### config.mk
export PLATFORM = sky130hd
export DESIGN_NAME = dio_access_unit
export DESIGN_NICKNAME = d
export VERILOG_FILES = /design/src/rtl/dio_access_unit.sv
export SDC_FILE = /design/constraint.sdc
export NUM_CORES = 1
export LEC_CHECK = 0
export CAP_MARGIN = 20
export CORE_ASPECT_RATIO = 1.75
export CORE_MARGIN = 4
export CORE_UTILIZATION = 55
export CTS_BUF_LIST = sky130_fd_sc_hd__clkbuf_8
export CTS_CLUSTER_DIAMETER = 200
export DETAILED_ROUTE_END_ITERATION = 8
export DONT_BUFFER_PORTS = 1
export PLACE_DENSITY = 0.72
export SYNTH_ARGS = -nofsm -noshare
export SYNTH_HDL_FRONTEND = slang
export SYNTH_SLANG_ARGS = --single-unit
### constraint.sdc
create_clock -name clk -period 5.7 [get_ports clk]
set_input_delay 1.14 -clock clk [delete_from_list [all_inputs] [get_ports clk]]
set_output_delay 1.14 -clock clk [all_outputs]
set_load 0.005 [all_outputs]
### src/rtl/dio_access_unit.sv
// Data/IO access unit: turns CPU load/store strobes into one handshaked bus cycle and stalls the pipeline meanwhile.
// Optional macro DIO_TIMEOUT_EN adds a TIMEOUT_CYCLES abort with a one-cycle bus_err pulse.
module dio_access_unit #(
  parameter int TIMEOUT_CYCLES = 255
) (
  input  logic        clk,
  input  logic        rst,
  input  logic        data_ren,
  input  logic        data_wren,
  input  logic        IO_ren,
  input  logic        IO_wren,
  input  logic [31:0] data_address,
  input  logic [15:0] IO_address,
  input  logic [15:0] wr_data,
  output logic [15:0] DIO_in,
  output logic        data_hazard,
  output logic        bus_req,
  output logic        bus_we,
  output logic        bus_io,
  output logic [31:0] bus_addr,
  output logic [15:0] bus_wdata,
  input  logic [15:0] bus_rdata,
  input  logic        bus_ack,
  output logic        bus_err
);

  typedef enum logic [1:0] {
    S_IDLE = 2'd0,
    S_REQ  = 2'd1,
    S_DONE = 2'd2
  } state_t;

  state_t      r_state;
  state_t      w_next;
  logic        w_any_strobe;
  logic        w_ack;
  logic        w_timeout;
  logic        w_launch;
  logic        r_we;
  logic        r_io;
  logic [31:0] r_addr;
  logic [15:0] r_wdata;
  logic [15:0] r_dio;

  assign w_any_strobe = data_wren | data_ren | IO_wren | IO_ren;
  assign w_launch     = (r_state == S_IDLE) && w_any_strobe;
  assign w_ack        = (r_state == S_REQ) && bus_ack;

`ifdef DIO_TIMEOUT_EN
  localparam logic [7:0] LP_LAST = 8'(TIMEOUT_CYCLES - 1);

  logic [7:0] r_cnt;
  logic       r_err;

  // r_cnt holds the number of ack-less REQ cycles already seen, so the abort fires on the TIMEOUT_CYCLES-th one
  assign w_timeout = (r_state == S_REQ) && !bus_ack && (r_cnt == LP_LAST);

  always_ff @(posedge clk or posedge rst) begin
    if (rst) begin
      r_cnt <= 8'd0;
      r_err <= 1'b0;
    end else begin
      r_err <= w_timeout;
      if ((r_state == S_REQ) && !bus_ack && !w_timeout)
        r_cnt <= r_cnt + 8'd1;
      else
        r_cnt <= 8'd0;
    end
  end

  assign bus_err = r_err;
`else
  assign w_timeout = 1'b0;
  assign bus_err   = 1'b0;
`endif

  always_ff @(posedge clk or posedge rst) begin
    if (rst) r_state <= S_IDLE;
    else     r_state <= w_next;
  end

  always_comb begin
    w_next = r_state;
    case (r_state)
      S_IDLE:  if (w_any_strobe) w_next = S_REQ;
      S_REQ:   if (w_ack || w_timeout) w_next = S_DONE;
      S_DONE:  w_next = S_IDLE;
      default: w_next = S_IDLE;
    endcase
  end

  always_comb begin
    bus_req     = (r_state == S_REQ);
    data_hazard = w_launch || (r_state == S_REQ);
  end

  always_ff @(posedge clk or posedge rst) begin
    if (rst) begin
      r_we    <= 1'b0;
      r_io    <= 1'b0;
      r_addr  <= 32'h0000_0000;
      r_wdata <= 16'h0000;
      r_dio   <= 16'h0000;
    end else begin
      if (w_launch) begin
        r_wdata <= wr_data;
        if (data_wren) begin
          r_we   <= 1'b1;
          r_io   <= 1'b0;
          r_addr <= data_address;
        end else if (data_ren) begin
          r_we   <= 1'b0;
          r_io   <= 1'b0;
          r_addr <= data_address;
        end else if (IO_wren) begin
          r_we   <= 1'b1;
          r_io   <= 1'b1;
          r_addr <= {16'h0000, IO_address};
        end else begin
          r_we   <= 1'b0;
          r_io   <= 1'b1;
          r_addr <= {16'h0000, IO_address};
        end
      end
      if (w_ack && !r_we)
        r_dio <= bus_rdata;
      else if (w_timeout && !r_we)
        r_dio <= 16'hFFFF;
    end
  end

  assign bus_we    = r_we;
  assign bus_io    = r_io;
  assign bus_addr  = r_addr;
  assign bus_wdata = r_wdata;
  assign DIO_in    = r_dio;

endmodule

* Word-level counts from Yosys, hierarchy flattened
Cells that the tools add are included.
W data, S select, Z words.
** Cells by class
- Equal/unequal tests :: 3
- Multiplexer cells :: 10
- Bitwise gates (word level) :: 3
- Reductions and logical operators :: 7
** Operators by type and width (number)
- $mux W32 :: 2
- $mux W1 :: 5
- $mux W2 :: 2
- $pmux W2 S2 :: 1
- $logic_and A1 B1 Y1 :: 3
- $or A1 B1 Y1 :: 3
- $eq A2 B1 Y1 const B :: 1
- $logic_not A2 Y1 :: 1
- $ne A2 B1 Y1 const B :: 1
- $ne A2 B2 Y1 const B :: 1
- $reduce_and A2 Y1 :: 1
- $logic_not A1 Y1 :: 1
- $logic_or A1 B1 Y1 :: 1
** Word-level totals
- Register bits :: 68
- Output and inout bits :: 69
- Logic and storage cells :: 29
- Input port bits :: 87

* Longest topological paths before layout
- Depth after elaboration :: 5
- Gate-level depth with buffers :: 5
- Mapped depth without buffers :: 3

* Worst setup path after synthesis
OpenSTA, ideal clock, no wires.
- Path type :: input port to output port
- Start :: input port data_wren
- End :: output port data_hazard
- Data required time :: 4.560 ns
- Buffers on the path :: 2
- Slack :: 2.640 ns
- Arrival :: 1.920 ns
- Stages :: 5
- Cell sequence :: nor2_4 > a211o_1 > buf_2 > buf_2 > nand2_1
** Between the ends
- Cells in the longest elaborated chain, start to end :: 5
** RTL lines
- start: declaration :: RTL line 9 : input logic data_wren,
- $or A1 B1 Y1 (3 in a row) :: RTL line 45 : assign w_any_strobe = data_wren | data_ren | IO_wren | IO_ren;
- $logic_and A1 B1 Y1 :: RTL line 46 : assign w_launch = (r_state == S_IDLE) && w_any_strobe;
- $logic_or A1 B1 Y1 :: RTL line 94 : data_hazard = w_launch || (r_state == S_REQ);
- end: declaration :: RTL line 16 : output logic data_hazard,
No other way between the ends.

* Final worst setup path
Same ends and word-level chain as after synthesis.

==> flow_summary.yaml <==
outcome:
  status: "completed"
drt:
  postRouteAntennaNets: 0
  wirelength_um: 5246
  detail_route.wl_per_cell_um: 21.86
  vias_per_cell: 5.996
  drc: 0
  routed-via-count: 1439
  firstDrtPassIters: 3
  drtIter0Drc: 19
power:
  pwr-share-comb_pct: 26.7
  power.switching_mw: 0.5473
  p_sw_share_pct: 30.99
  clkPwrFrac_pct: 21.0
  pwr-share-seq_pct: 52.3
  peakVddDrop_mv: 0.3590
  power.leakage_nw: 1.323
  p_int_mw: 1.219
  powerDensity_nw_per_um2: 588.1
finish:
  stdcell_count: 240
  drive_above_1_share_pct: 46.24
  fillers: 394
  final_util_pct: 60.33
  multi_input_area_sq_um: 1016
  area_growth_pct: 6.857
  n_antenna_cell: 0
  final_nets: 268
  seqCellArea_sq_um: 1702
clock_network:
  clock_sinks: 68
  postCtsSetupRepairBufs: 0
  clkLatencyLatePin_ps: 320
  clk_pin_slew_worst_paths_ps: 70
  root_buffer: "clkbuf_8"
  htree_levels: 3
  cts_buffers: 9
  clock_path_buffers: 2
  cts_tree: "yes"
  ctsResizeCount: 0
  ctsHoldBuffers: 0
sta:
  setup_ws_ps: 2297
  fin_skew_ps: 7.947
  max_freq_mhz: 293.8
  hold_viol: 0
  worst_pin_slew_ps: 1018
  period_share_pct: 59.71
  relSlewSlack_pct: 31.98
  finalSetupViolCount: 0
  maxSlewViolCount: 0
  min_period_ps: 3403
  tns_ps: 0
  rsz0062_at_grt: "false"
  whs_ps: 537.0
synth:
  syn_area_sq_um: 2810
  synth.area.top_cells: "dfrtp_1 61%, mux2_2 22%, mux2_4 5.3%"
  yosysWarningCount: 0
  synth_area_leader_cell: "dfrtp_1"
  syn_area_per_cell_sq_um: 15.70
  ys_seq_area_share_pct: 60.55
  ys_seq_elements: 68
  ys_types: 22
  syn_nets: 266
  syn_inst: 179
  synth_top_area_share_pct: 60.55
worst_setup_path:
  r2r_cells: 3
  cp-startpoint: "data_wren"
  startpoint_type: "input pin"
  worstPathArrival_ps: 2260
  rrSetupSlack_ps: 3740
  crit_type: "in -> out"
  cp_max_fo: 19
  r2r_start: "r_state[0]"
  critPathCaptureType: "output pin"
  endpoint: "data_hazard"
  rr_endpoint: "bus_wdata[12]"
  required_ps: 4560
placed_design:
  gp_congestion: 0.6997
  dp.cells: 224
  dp_hpwl_um: 3983
  numPortBuffers: 0
  preCtsSetupSlack_ps: 2293
global_routing:
  grt_max_degree: 69
  grt_pass1_wl_um: 7645
  gr-total-overflow: 0
  track_usage_pct: 16.60
  grt_pass1_vias: 1587
  antenna_found_initial: 0
die:
  io_pins: 156
  initial_core_util_pct: 56.46
  placementRows: 34
  die_x_um: 62.04
  core_region_area_sq_um: 4977
  die_area_sq_um: 6362
  die_h_um: 102.6
min_path:
  hold_class: "reg -> reg"
flow_run:
  maxCapViolations: 0
==> kinds of logic (layout without fill, tap and decap cells) <==
family / count (synthesis) / in the layout / share of synthesized area [%]
other cells: 1 / 1 / 0.1334
flops: 68 / 68 / 60.55
mux: 65 / 65 / 27.34
compound gates: 22 / 22 / 6.411
simple gates: 8 / 8 / 2.004
buf+inv: 15 / 22 / 3.562
==> placed cells by master, fill, tap and decap left out <==
master / netlist / layout
clkbuf_8: 0 / 9
mux2_2: 54 / 54
a21boi_4: 0 / 1
nor2_4: 1 / 1
nor3_2: 1 / 1
inv_1: 5 / 4
a22o_1: 16 / 16
clkinvlp_4: 0 / 3
inv_2: 0 / 1
nor2_1: 2 / 2
bufinv_16: 0 / 1
and2_4: 1 / 1
nand2_1: 1 / 1
mux2_4: 10 / 10
a21oi_1: 2 / 2
mux2i_1: 1 / 1
buf_4: 4 / 1
conb_1: 1 / 1
clkinv_2: 0 / 3
dfrtp_1: 68 / 68
nand2b_1: 1 / 1
o21ai_0: 2 / 2
and3b_1: 1 / 1
a211o_1: 1 / 1
==> cells in the mapped netlist <==
cell and n:
buf_2 4, and2_4 1, nor2_4 1, mux2_2 54, inv_1 5, buf_12 1
mux2i_1 1, nor3_2 1, dfrtp_1 68, and3b_1 1, nor2_1 2, a22o_1 16
buf_6 1, a21oi_1 2, conb_1 1, o21ai_0 2, a21boi_2 1, nand2_1 1
a211o_1 1, buf_4 4, nand2b_1 1, mux2_4 10
==> stage by stage <==
step / power, mW / cell area, sq um
detailed placement: 1.421 / 2811
finish: 1.766 / 3003
floorplan: 1.321 / 2810
global placement: 1.392 / 2811
CTS: 1.797 / 3003
global route: 1.891 / 3003
==> per-layer routing <==
metal	track usage (%)	vias up	routed length, um
met4	7.516	0	63
met5	0	-	0
met3	5.514	6	530
li1	-	639	-
met2	28.35	97	2874
met1	17.87	697	1778
==> state kept, by name (all words and copies together) (netlist names) <==
name,cells
bus_we,1
bus_wdata,16
bus_io,1
bus_addr,32
DIO_in,16
r_state,2
==> power groups by stage <==
stage / Clock [mW] / Combinational, mW / Sequential [mW]
after detailed placement: 0 / 0.485 / 0.936
after global placement: 0 / 0.458 / 0.934
after global routing: 0.407 / 0.522 / 0.962
after CTS: 0.381 / 0.482 / 0.934
final: 0.370 / 0.471 / 0.924
after floorplan: 0 / 0.451 / 0.871
==> area by class of cell <==
class	instances	area share [%]
multi-input combinational	96	33.83
sequential	68	56.67
clock buffer	9	4.125
timing repair buffer	1	0.2500
tap	54	2.250
inverter	5	0.6250
clock inverter	7	2.250
==> how the worst min path moves through the flow <==
stage,end,startpoint,slack [ps],depth (start not counted)
2_1_floorplan,bus_addr[24],bus_addr[24],500,1
3_3_place_gp,bus_wdata[14],bus_wdata[14],520,1
3_5_place_dp,bus_addr[21],bus_addr[21],530,1
4_1_cts,bus_addr[23],bus_addr[23],540,1
5_1_grt,bus_addr[25],bus_addr[25],560,1
6_report,bus_addr[27],bus_addr[27],540,1
==> worst max-delay path, cell delays in order <==
cell and delay [ps]:
nor2_4 450, a211o_1 530, nand2_1 140
No activity file was read; power rests on OpenSTA's default activity.
